==> src/rtl/pc_gen.sv <==
// Fetch-stage program-counter generator: trap / redirect / stall / RAS-predicted
// return / sequential priority, with a circular return-address stack.
module pc_gen #(
    parameter int unsigned     WIDTH     = 32,
    parameter logic [WIDTH-1:0] RESET_PC = '0,
    parameter logic [WIDTH-1:0] TRAP_PC  = WIDTH'(32'h0000_0080),
    parameter int unsigned     STEP      = 4,
    parameter int unsigned     RAS_DEPTH = 4
) (
    input  logic                             CLK,
    input  logic                             Reset_n,
    input  logic                             stall,
    input  logic                             trap,
    input  logic                             redirect_valid,
    input  logic [WIDTH-1:0]                 redirect_pc,
    input  logic                             call,
    input  logic                             ret,
    output logic [WIDTH-1:0]                 curPC,
    output logic                             pc_valid,
    output logic                             misaligned,
    output logic [$clog2(RAS_DEPTH+1)-1:0]   ras_count,
    output logic                             ras_full,
    output logic                             ras_empty
);
    localparam int unsigned CW = $clog2(RAS_DEPTH + 1);
    localparam int unsigned PW = $clog2(RAS_DEPTH);
    localparam logic [WIDTH-1:0] LOW_MASK = WIDTH'(STEP - 1);
    localparam logic [WIDTH-1:0] STEP_W   = WIDTH'(STEP);
    localparam logic [CW-1:0]    DEPTH_C  = CW'(RAS_DEPTH);

    logic [WIDTH-1:0] ras_mem [RAS_DEPTH];
    logic [PW-1:0]    top, top_next;
    logic [CW-1:0]    count_next;
    logic [WIDTH-1:0] pc_next, seq_pc;
    logic             mis_next;
    logic             ras_we;
    logic [PW-1:0]    ras_widx;
    logic             pop;

    assign ras_full  = (ras_count == DEPTH_C);
    assign ras_empty = (ras_count == '0);
    assign seq_pc    = curPC + STEP_W;

    always_comb begin
        pc_next    = seq_pc;
        count_next = ras_count;
        top_next   = top;
        mis_next   = 1'b0;
        ras_we     = 1'b0;
        ras_widx   = top;
        pop        = ret && !ras_empty;
        if (!pc_valid) begin
            pc_next = curPC;
        end else if (trap) begin
            pc_next    = TRAP_PC;
            count_next = '0;
        end else if (redirect_valid) begin
            pc_next  = redirect_pc & ~LOW_MASK;
            mis_next = |(redirect_pc & LOW_MASK);
        end else if (stall) begin
            pc_next = curPC;
        end else begin
            if (pop)
                pc_next = ras_mem[top];
            // call+ret on a non-empty stack swaps the top entry in place
            if (call && pop) begin
                ras_we = 1'b1;
            end else if (call) begin
                ras_we     = 1'b1;
                ras_widx   = top + 1'b1;
                top_next   = top + 1'b1;
                count_next = ras_full ? ras_count : ras_count + 1'b1;
            end else if (pop) begin
                top_next   = top - 1'b1;
                count_next = ras_count - 1'b1;
            end
        end
    end

    always_ff @(posedge CLK or negedge Reset_n) begin
        if (!Reset_n) begin
            curPC      <= RESET_PC;
            pc_valid   <= 1'b0;
            misaligned <= 1'b0;
            ras_count  <= '0;
            top        <= '0;
        end else begin
            curPC      <= pc_next;
            pc_valid   <= 1'b1;
            misaligned <= mis_next;
            ras_count  <= count_next;
            top        <= top_next;
        end
    end

    always_ff @(posedge CLK) begin
        if (ras_we)
            ras_mem[ras_widx] <= seq_pc;
    end
endmodule

==> config.mk <==
export PLATFORM = sky130hd
export DESIGN_NAME = pc_gen
export DESIGN_NICKNAME = d
export VERILOG_FILES = /design/src/rtl/pc_gen.sv
export SDC_FILE = /design/constraint.sdc
export NUM_CORES = 1
export LEC_CHECK = 0
export BUFFER_PORTS_ARGS = -buffer_cell sky130_fd_sc_hd__buf_2
export CORE_AREA = 2 2 154 156
export DETAILED_ROUTE_END_ITERATION = 7
export DIE_AREA = 0 0 156 158
export GPL_TIMING_DRIVEN = 0
export PLACE_DENSITY = 0.48
export REMOVE_ABC_BUFFERS = 1
export SETUP_SLACK_MARGIN = 0.02
export SYNTH_ARGS = -nofsm -noshare
export SYNTH_HDL_FRONTEND = slang
export SYNTH_SLANG_ARGS = --single-unit
==> constraint.sdc <==
create_clock -name CLK -period 4.4 [get_ports CLK]
set_clock_uncertainty 0.05 [all_clocks]
set_input_delay 0.44 -clock CLK [delete_from_list [all_inputs] [get_ports CLK]]
set_output_delay 0.44 -clock CLK [all_outputs]
set_load 0.03 [all_outputs]
==> results of run 1 <==
## registers in the layout (all words and copies together) (netlist names)
signal,cells
top,2
ras_count,3
ras_mem,128
misaligned,1
pc_valid,1
curPC,32
## cell usage after synthesis (all sizes together), types with 2 or more instances
cell       n
inv       16
and3       8
nor4       5
buf       26
xnor2     22
ha         3
nor3       9
nor3b      2
edfxtp   128
o221a      3
o21a       7
clkbuf     7
a31o       3
xor2       8
nor2      29
a21oi     32
a221oi    15
nand2     25
a21o       2
o31ai      7
nand4      7
nand3     10
a32o       2
and4       7
mux2       3
a221o     11
nor2b      2
dfrtp     39
a32oi      2
or3        3
mux4      32
mux2i      4
a31oi      2
o21bai     3
a211oi     2
a2bb2oi   10
o21ai     21
## placed cells by master, fill, tap and decap left out, types with 3 or more instances in the layout
cell type	count
a21oi_1	32
a221o_1	11
a221oi_1	4
a221oi_2	11
a2bb2oi_1	10
a31o_2	3
and3_1	8
and4_1	7
buf_16	6
buf_2	77
clkbuf_16	17
clkinvlp_4	3
dfrtp_1	37
edfxtp_1	128
ha_1	3
inv_1	16
inv_6	8
inv_8	3
mux2_2	3
mux2i_1	4
mux4_1	14
mux4_2	18
nand2_1	25
nand3_1	9
nand4_1	5
nor2_1	24
nor2_4	4
nor3_1	6
nor3_2	3
o21a_1	7
o21ai_0	19
o21bai_1	3
o221a_2	3
o31ai_1	6
or3_1	3
xnor2_1	22
xor2_1	8
## worst reg2reg max path, delay by kind of cell (launching register included)
family          cells  cell delay [ps]
buf+inv             2              420
compound gates      2              300
fa+ha+maj           1              450
flops               1              950
simple gates        2              680
## through the flow
stage | total power, mW | instance area (um2) | setup slack, ps | TNS [ps] | cells
floorplan | 2.99 | 7680 | 232 | 0 | 496
global placement | 3.38 | 8430 | -2060 | -250910 | 863
detailed placement | 3.46 | 8670 | 1180 | 0 | 871
CTS | 4.95 | 9250 | 1160 | 0 | 903
global route | 5.12 | 9260 | 973 | 0 | 903
finish | 4.88 | 9260 | 1240 | 0 | 903
## kinds of logic after synthesis
| group | synth area share [%] |
|---|---|
| flops | 61.1 |
| compound gates | 12.5 |
| simple gates | 8.10 |
| buf+inv | 3.49 |
| mux | 10.7 |
| xor+xnor | 3.33 |
| fa+ha+maj | 0.729 |
| other cells | 0.0475 |
## final timing paths
check | endpoint | slack (ps) | cells after the start
max | ras_mem[3][25] | 1240 | 7
min | ras_count[1] | 160 | 1
max reg2reg | ras_mem[3][25] | 1240 | 7
min reg2reg | ras_mem[0][1] | 510 | 0
max in group asynchronous | top[1] | 3410 | 1
min in group CLK | misaligned | 190 | 2
## final cells by class
cell class	count	area, um2
fillers	2138	13800
inverters	16	60.1
multi-input cells	313	2850
repair buffers	85	586
well taps	290	363
clock buffers	17	425
clock inverters	15	156
flip-flops and latches	167	4820
## routing by layer
layer,vias up,part of all wire (%),global-route usage (%)
met1,2455,46,21.4
met2,102,48,27.7
met3,29,3.5,3.50
met4,0,2.1,5.94
met5,-,0,0
li1,2258,-,-
## report_power, final
part / internal (mW) / switching [mW] / leakage [nW]
clock: 0.805 / 0.673 / 0.278
sequential: 1.86 / 0.265 / 1.64
combinational: 0.578 / 0.696 / 1.43
==> results by group, run 1 <==
Outcome
  • Status: completed

Finish
  • Area Growth Syn to Fin: 17.3%
  • Core Util, Final: 40.2%
  • ANT cells: 0
  • Final-stage net count: ~640
  • Share of cells above drive strength 1: around 29%

Critical path
  • Crit. End Element: flop
  • Crit path max-delay family: flip-flops
  • Worst r2r src: top[0]
  • CP Max Fanout: 28
  • Crit-path cells: inv_1, ha_1, nand2_1, o21ai_0, a32oi_1, nor2_4, buf_16
  • Crit path buffers/inverters: 2
  • Type of origin of the critical path: flop
  • Crit path launch: top[0]
  • Max stage delay on crit path: about 950 ps
  • Critical Path RT: 4470 ps
  • Slowest library cell on the worst path: dfrtp_2
  • WS Path Type: reg -> reg
  • CP arrival: 3240 ps

Global route
  • All-Layer GR Usage: approximately 17%
  • Grt ovf: 0
  • Global-route wire length before repair: 30.1 mm
  • Initial antenna violation count: 0
  • Largest net degree at the start of global routing: 46
  • Vias in the first global route: 5157

Drt
  • Vias per cell: between 5 and 6
  • Drt drc: 0
  • Vias: about 4800
  • Wire per inst: around 21 um
  • Drt total wl: 19.3 mm
  • Initial DRC count: 267
  • DR pass1 iterations: 4
  • Routed Antenna Nets: 0

Synthesis
  • Synth top area share: 48.7%
  • Seq cells post-synth: 167
  • Seq/Total Area, Yosys: between 60% and 70%
  • Share of synthesized registers carrying an async set or reset: a little under a quarter
  • Yosys cell types: 65
  • Synth area leader: edfxtp_1
  • Main flop type after synthesis: edfxtp_1
  • Mean Syn Cell Area: 14.9 um2
  • Warnings from Yosys: 0
  • Mapped Cells: 529
  • EDFF count, synth: 128
  • Synth area leaders: edfxtp_1 (49%), dfrtp_1 (12%), mux4_2 (5.1%), mux4_1 (4.7%), xnor2_1 (2.4%)
  • Synthesized area: 7890 um2

Floorplanning
  • Die Height: approximately 160 um
  • Die area: between 20000 and 25000 um2
  • Initial Util: 34.2%
  • Io pins: 78
  • Die width: 156 um
  • FP Rows: 56
  • Core area: 23100 um2

Placement
  • HPWL Detailed: 12.4 mm
  • Gpl congestion: between 0.7 and 0.8
  • IO buf count: 77

Power and ir drop
  • Power per cell area: about 530 nW/um2
  • Leak: approximately 3.3 nW
  • Max VDD drop: approximately 0.27 mV

STA
  • FMAX: 316 MHz
  • Fin crit share: 71.8%
  • Final setup viols: 0
  • RSZ-0062 raised after global routing: false
  • Rel. slew slack: 10.4%
  • Final slew viol count: 0
  • Hold_ws: 162 ps
  • Post-layout min period: 3160 ps
  • Final hold viol count: 0
  • Slew @ Worst Pin: 1340 ps

Clocking
  • Max Root-Sink Buffers: 2
  • CTS resizes: 0
  • Postcts setup bufs: 0
  • Clock Sinks: about 170
  • Clk pin slew, worst setup/hold paths: roughly 70 ps
  • Worst skew pair latency: 430 ps
  • Clock root cell: clkbuf_16
  • H-tree depth: 4
  • CTS tree: yes
  • CTS Buf Count: 17
  • Hold buffer count at CTS: 0

Min path
  • HP Class: in -> async

Flow run
  • Max Cap Viol: 0
Note: power is estimated with default switching activity, not from simulation.
==> inputs of run 2 (changes only) <==
--- a/config.mk
+++ b/config.mk
@@ -5,10 +5,11 @@
 export SDC_FILE = /design/constraint.sdc
 export NUM_CORES = 1
 export LEC_CHECK = 0
+export ABC_AREA = 1
 export BUFFER_PORTS_ARGS = -buffer_cell sky130_fd_sc_hd__buf_2
-export CORE_AREA = 2 2 154 156
+export CORE_AREA = 2 2 155 157
 export DETAILED_ROUTE_END_ITERATION = 7
-export DIE_AREA = 0 0 156 158
+export DIE_AREA = 0 0 157 159
 export GPL_TIMING_DRIVEN = 0
 export PLACE_DENSITY = 0.48
 export REMOVE_ABC_BUFFERS = 1
==> constraint.sdc (replaced) <==
create_clock -name CLK -period 3.25 [get_ports CLK]
set_clock_uncertainty 0.05 [all_clocks]
set_input_delay 0.325 -clock CLK [delete_from_list [all_inputs] [get_ports CLK]]
set_output_delay 0.325 -clock CLK [all_outputs]
set_load 0.03 [all_outputs]
==> results by group, run 2 <==
Outcome
  • Status: completed

Synthesis
  • Warnings from Yosys: 0 (unchanged)
  • Post-synth top cells: nand2_1 (283), edfxtp_1 (128), nand3_1 (99)
  • Synth area leader: edfxtp_1
  • EDFF count, synth: 128 (unchanged)
  • Main flop type after synthesis: edfxtp_1
  • Yosys cell types: 40 (-38%)
  • Synth top area share: 47.7% (-0.97 points)
  • Synth area leaders: edfxtp_1 (48%), nand2_1 (13%), dfrtp_1 (12%), nand3_1 (6.2%), nor2_1 (4.2%)
  • Mapped Cells: 874 (+65%)
  • Mean Syn Cell Area: 9.22 um2 (-38%)
  • Synthesized area: 8050 um2 (+2.0%)
  • Share of synthesized registers carrying an async set or reset: 23.4% (unchanged)
  • Seq cells post-synth: 167 (unchanged)
  • Most frequent cell after synthesis: nand2_1
  • Seq/Total Area, Yosys: 59.8% (-1.2 points)

Placement
  • IO buf count: 77 (unchanged)
  • Placed Instances: 1240 (+42%)
  • Gpl congestion: 0.800 (+8.4%)
  • Post-DP Area: 8880 um2 (+2.4%)
  • HPWL Detailed: 14.3 mm (+16%)

Clocking
  • CTS tree: yes
  • Max Root-Sink Buffers: 2 (unchanged)
  • Clk pin slew, worst setup/hold paths: 60 ps (about the same)
  • Clock root cell: clkbuf_16
  • H-tree depth: 4 (unchanged)
  • Hold buffer count at CTS: 0 (unchanged)
  • Worst skew pair latency: 420 ps (about the same)
  • CTS Buf Count: 17 (unchanged)
  • Clock Sinks: 167 (unchanged)

STA
  • Setup TNS: 0 ps (unchanged)
  • Final setup viols: 0 (unchanged)
  • Fin crit share: 88.1% (+16 points)
  • Post-layout min period: 2860 ps (-297 ps)
  • RSZ-0062 raised after global routing: false
  • Slew @ Worst Pin: 1100 ps (-244 ps)
  • Final hold viol count: 0 (unchanged)
  • Final slew viol count: 0 (unchanged)
  • FMAX: 349 MHz (+10%)
  • Rel. slew slack: 26.8% (+16 points)
  • Hold_ws: 50.2 ps (-112 ps)

Floorplanning
  • Initial Util: 34.7% (+0.48 points)
  • Die Height: 159 um (+0.63%)
  • Io pins: 78 (unchanged)
  • Die width: 157 um (+0.64%)
  • FP Rows: 56 (unchanged)
  • Die area: 25000 um2 (+1.3%)
  • Core area: 23200 um2 (+0.61%)

Flow run
  • Max Cap Viol: 0 (unchanged)

Power and ir drop
  • Leak: 3.77 nW (+13%)
  • Power per cell area: 714 nW/um2 (+35%)
  • Max VDD drop: 0.418 mV (+54%)

Global route
  • Global-route wire length before repair: 34.1 mm (+13%)
  • All-Layer GR Usage: 18.2% (+1.7 points)
  • Largest net degree at the start of global routing: 40 (-13%)
  • Grt ovf: 0 (unchanged)
  • Initial antenna violation count: 0 (unchanged)
  • Vias in the first global route: 5940 (+15%)

Critical path
  • Crit. End Element: flop
  • WS Path Type: reg -> reg
  • Crit-path cells: buf_12, inv_4, ha_1, nand3_1, nand2_1, nand2_1, nor2_4, buf_12
  • Type of origin of the critical path: flop
  • Crit path buffers/inverters: 3 (+1)
  • Critical Path RT: 3320 ps (-1150 ps)
  • CP arrival: 2930 ps (-310 ps)
  • Crit path max-delay family: buffers and inverters
  • Slowest library cell on the worst path: dfrtp_4
  • CP Max Fanout: 35 (+25%)
  • Max stage delay on crit path: 680 ps (-270 ps)

Finish
  • Final-stage net count: 987 (+53%)
  • Commonest non-fill, non-tap cell in the layout: nand2_1
  • Top Registers: ras_mem x128, curPC x32, ras_count x3
  • Fin cells: 1276 (+41%)
  • Fin area: 9580 um2 (+3.4%)
  • ANT cells: 0 (unchanged)
  • Max reg flops: 128 (unchanged)
  • Area Growth Syn to Fin: 18.9%
  • Most flops, register: ras_mem
  • Commonest non-fill, non-tap cells in the layout: nand2_1 (283), edfxtp_1 (128), nand3_1 (99)
  • Share of cells above drive strength 1: 15.4% (-14 points)

Drt
  • Initial DRC count: 328 (+23%)
  • Vias: 6086 (+26%)
  • Drt drc: 0 (unchanged)
  • Routed Antenna Nets: 0 (unchanged)
  • Drt total wl: 21.9 mm (+13%)
  • DR pass1 iterations: 5 (+1)
  • Wire per inst: 17.2 um (-20%)
  • Vias per cell: 4.77 (-11%)

Min path
  • HP Class: in -> async
-- run 2: cell types whose count changed in the layout (fill, tap and decap cells not counted), sizes merged, moves of 8 or more --
cell,before,now
a221o,11,0
a221oi,15,0
a2bb2oi,10,0
a31oi,2,25
and2,1,12
and3,8,0
inv,27,60
mux4,32,0
nand2,25,285
nand3,10,100
nor2,29,96
xnor2,22,5
-- run 2: power breakdown --
group | leakage (nW) | switching [mW] | internal (mW) | total, mW
logic | 1.84 | 1.29 | 0.580 | 1.87
clock network | 0.300 | 0.817 | 1.31 | 2.12
registers | 1.62 | 0.331 | 2.51 | 2.84
-- run 2: kinds of logic (layout without fill, tap and decap cells) --
logic type                 after synthesis  in the layout  synth area share (%)
AOI/OAI and AO/OA                       93             93                  6.96
other                                    1              1                0.0466
buffers and inverters                   99            182                  5.42
xor gates and xnor gates                10             10                  1.09
adders and majority gates                4              4                 0.715
DFF                                    167            167                  59.8
and+or+nand+nor                        500            500                  25.9
-- run 2: routing by layer --
layer | GRT usage, % | share of wire [%] | up-vias
met3 | 2.50 | 3.0 | 16
met5 | 0 | 0 | -
met4 | 4.88 | 1.0 | 0
met2 | 30.0 | 49 | 109
li1 | - | - | 3065
met1 | 25.3 | 47 | 2896
-- run 2: path summary, 6_finish.rpt --
kind | startpoint | endpoint | slack [ps] | cells after the start
worst max-delay path | top[0] | ras_mem[3][27] | 390 | 8
worst min-delay path | Reset_n | ras_count[1] | 50 | 1
worst max register to register | top[0] | ras_mem[3][27] | 390 | 8
worst min register to register | ras_count[1] | ras_count[1] | 490 | 2
max in group asynchronous | Reset_n | top[0] | 2310 | 1
min in group CLK | redirect_pc[0] | misaligned | 120 | 3
-- run 2: stage by stage --
stage	power (mW)	setup WS, ps	util (%)
6_report	6.83	386	41.3
5_1_grt	7.24	166	41.3
4_1_cts	6.91	153	41.3
3_5_place_dp	4.77	-154	38.3
3_3_place_gp	4.73	-5540	37.2
2_1_floorplan	4.01	-1670	-
-- run 2: repair_timing --
action	4_1_cts	5_1_grt
setup buffers	4	0
gates cloned	0	0
gates resized for setup	1	2
endpoints found under the setup margin	75	23
pin swaps	3	0
-- run 2: cell type report --
| cell class | instances | area [um2] |
|---|---|---|
| fill | 2313 | 13600 |
| inverter | 60 | 229 |
| tap | 319 | 399 |
| timing repair buffer | 90 | 671 |
| clock inverter | 12 | 175 |
| sequential | 167 | 4820 |
| clock buffer | 20 | 447 |
| multi-input combinational | 608 | 2830 |
==> inputs of run 3 (changes only) <==
==> config.mk (replaced) <==
export PLATFORM = sky130hd
export DESIGN_NAME = pc_gen
export DESIGN_NICKNAME = d
export VERILOG_FILES = /design/src/rtl/pc_gen.sv
export SDC_FILE = /design/constraint.sdc
export NUM_CORES = 1
export LEC_CHECK = 0
export CORE_AREA = 2 2 154 156
export DETAILED_ROUTE_END_ITERATION = 7
export DIE_AREA = 0 0 156 158
export DONT_BUFFER_PORTS = 1
export GPL_TIMING_DRIVEN = 0
export PLACE_DENSITY = 0.45
export REMOVE_ABC_BUFFERS = 1
export SETUP_SLACK_MARGIN = 0.02
export SYNTH_ARGS = -nofsm -noshare
export SYNTH_HDL_FRONTEND = slang
export SYNTH_SLANG_ARGS = --single-unit
==> results by group, run 3 (synthesis gave the netlist of run 1 again) <==
Power and ir drop
  • Max VDD drop: 0.323 mV (-23%)
  • Leak: 3.10 nW (-18%)
  • Power per cell area: 720 nW/um2 (+0.95%)
  • Final total power: 6.48 mW (-5.2%)

Clocking
  • CTS Buf Count: 17 (unchanged)
  • CTS tree: yes
  • Clk pin slew, worst setup/hold paths: 70 ps (about the same)
  • Worst skew pair latency: 430 ps (about the same)
  • Clock root cell: clkbuf_16
  • Clock Sinks: 167 (unchanged)
  • H-tree depth: 4 (unchanged)
  • Max Root-Sink Buffers: 2 (unchanged)

Finish
  • Final-stage net count: 574 (-42%)
  • Max reg flops: 128 (unchanged)
  • Area Growth Syn to Fin: 14.0%
  • ANT cells: 0 (unchanged)
  • Fin area: 9000 um2 (-6.1%)
  • Core Util, Final: 39.0% (-2.3 points)
  • Top Registers: ras_mem x128, curPC x32, ras_count x3
  • Most flops, register: ras_mem
  • Share of cells above drive strength 1: 18.9% (+3.6 points)
  • Commonest non-fill, non-tap cells in the layout: edfxtp_1 (128), dfrtp_1 (37), a21oi_1 (32)
  • Commonest non-fill, non-tap cell in the layout: edfxtp_1

Critical path
  • CP arrival: 3080 ps (+150 ps)
  • Crit-path cells: nor4b_1, nand2_1, nor2_4, buf_16
  • Slowest library cell on the worst path: nor4b_1
  • Crit. End Element: flop
  • WS Path Type: reg -> reg
  • Type of origin of the critical path: flop
  • Critical Path RT: 3330 ps (about the same)
  • CP Max Fanout: 17 (-51%)
  • Max stage delay on crit path: 690 ps (about the same)

STA
  • Rel. slew slack: 16.5% (-10 points)
  • Final slew viol count: 0 (unchanged)
  • RSZ-0062 raised after global routing: false
  • Final hold viol count: 0 (unchanged)
  • Fin crit share: 92.3% (+4.2 points)
  • Slew @ Worst Pin: 1250 ps (+155 ps)
  • Post-layout min period: 3000 ps (+137 ps)
  • FMAX: 333 MHz (-4.6%)
  • Final setup viols: 0 (unchanged)

Placement
  • HPWL Detailed: 12.5 mm (-13%)
  • Gpl congestion: 0.726 (-9.2%)
  • Post-DP Area: 8290 um2 (-6.7%)
  • IO buf count: 0 (-100%)

Floorplanning
  • Initial Util: 34.2% (-0.48 points)
  • Die Height: 158 um (-0.63%)
  • Die width: 156 um (-0.64%)
  • Die area: 24600 um2 (-1.3%)
  • Core area: 23100 um2 (-0.60%)
  • Io pins: 78 (unchanged)
  • FP Rows: 56 (unchanged)

Global route
  • Initial antenna violation count: 0 (unchanged)
  • Global-route wire length before repair: 30.2 mm (-12%)
  • Grt ovf: 0 (unchanged)
  • All-Layer GR Usage: 16.9% (-1.4 points)
  • Largest net degree at the start of global routing: 46 (+15%)
  • Vias in the first global route: 4758 (-20%)

Drt
  • Vias: 4722 (-22%)
  • Wire per inst: 23.9 um (+39%)
  • Routed Antenna Nets: 0 (unchanged)
  • Vias per cell: 5.66 (+19%)
  • Drt drc: 0 (unchanged)
  • Initial DRC count: 346 (+5.5%)
  • DR pass1 iterations: 5 (unchanged)
  • Drt total wl: 19.9 mm (-9.1%)

Outcome
  • Status: completed

Flow run
  • Max Cap Viol: 0 (unchanged)

Min path
  • HP Class: in -> reg
[run 3: cell count changes in the layout (fill, tap and decap cells not counted), moves of 11 or more]
cell,change
buf_2,-77
and2_1,-11
a221oi_2,+11
xnor2_1,+17
a221o_1,+11
mux4_1,+14
nand2_1,-258
mux4_2,+18
inv_1,-36
nor2_1,-62
nand3_1,-90
a31oi_1,-23
[run 3: worst paths after layout]
check                                     from  slack, ps  cells past startpoint             end
worst max register to register        pc_valid        250                      4  ras_mem[3][17]
max in group asynchronous              Reset_n       2550                      2          top[1]
worst min register to register   ras_mem[2][0]        670                      2        curPC[0]
min in group asynchronous              Reset_n        360                      2        curPC[3]
worst min-delay path            redirect_pc[0]         40                      1      misaligned
worst max-delay path                  pc_valid        250                      4  ras_mem[3][17]
[run 3: through the flow]
step           std cells  setup TNS, ps  worst slack, ps  hold slack (ps)
3_3_place_gp         786        -432560            -3350            -18.9
5_1_grt              834              0             21.7             28.5
6_report             834              0              249             44.6
2_1_floorplan        496        -106380             -918            -20.6
3_5_place_dp         795          -89.9            -17.0            -19.2
4_1_cts              830              0              129             31.2
[run 3: critical path: cells and delay by family (launching register included)]
kind	cells	cell delay, ps
simple gates	3	1800
flops	1	580
buf+inv	1	240
[run 3: cell type report]
| type | instances | area, um2 |
|---|---|---|
| tap | 290 | 363 |
| clock buffer | 24 | 526 |
| inverter | 16 | 60.1 |
| sequential | 167 | 4820 |
| timing repair buffer | 16 | 315 |
| clock inverter | 8 | 56.3 |
| multi-input combinational | 313 | 2860 |
| fill | 2129 | 14100 |
[run 3: metal layers]
metal,up-vias,part of all wire (%),track usage [%]
met2,99,51,29.0
li1,2116,-,-
met3,12,5.6,4.90
met4,0,0.89,4.24
met5,-,0,0
met1,2495,42,21.0
[run 3: where the power goes]
part	total [mW]	switching (mW)	internal, mW
Sequential	3.06	0.538	2.52
Clock	1.98	0.843	1.14
Combinational	1.44	0.737	0.703
[run 3: timing repair]
action	4_1_cts	5_1_grt
endpoints found under the setup margin	16	29
pin swaps	0	1
setup buffers	0	3
hold buffers	3	0
resized for setup	1	1
endpoints found under the hold margin	45	0
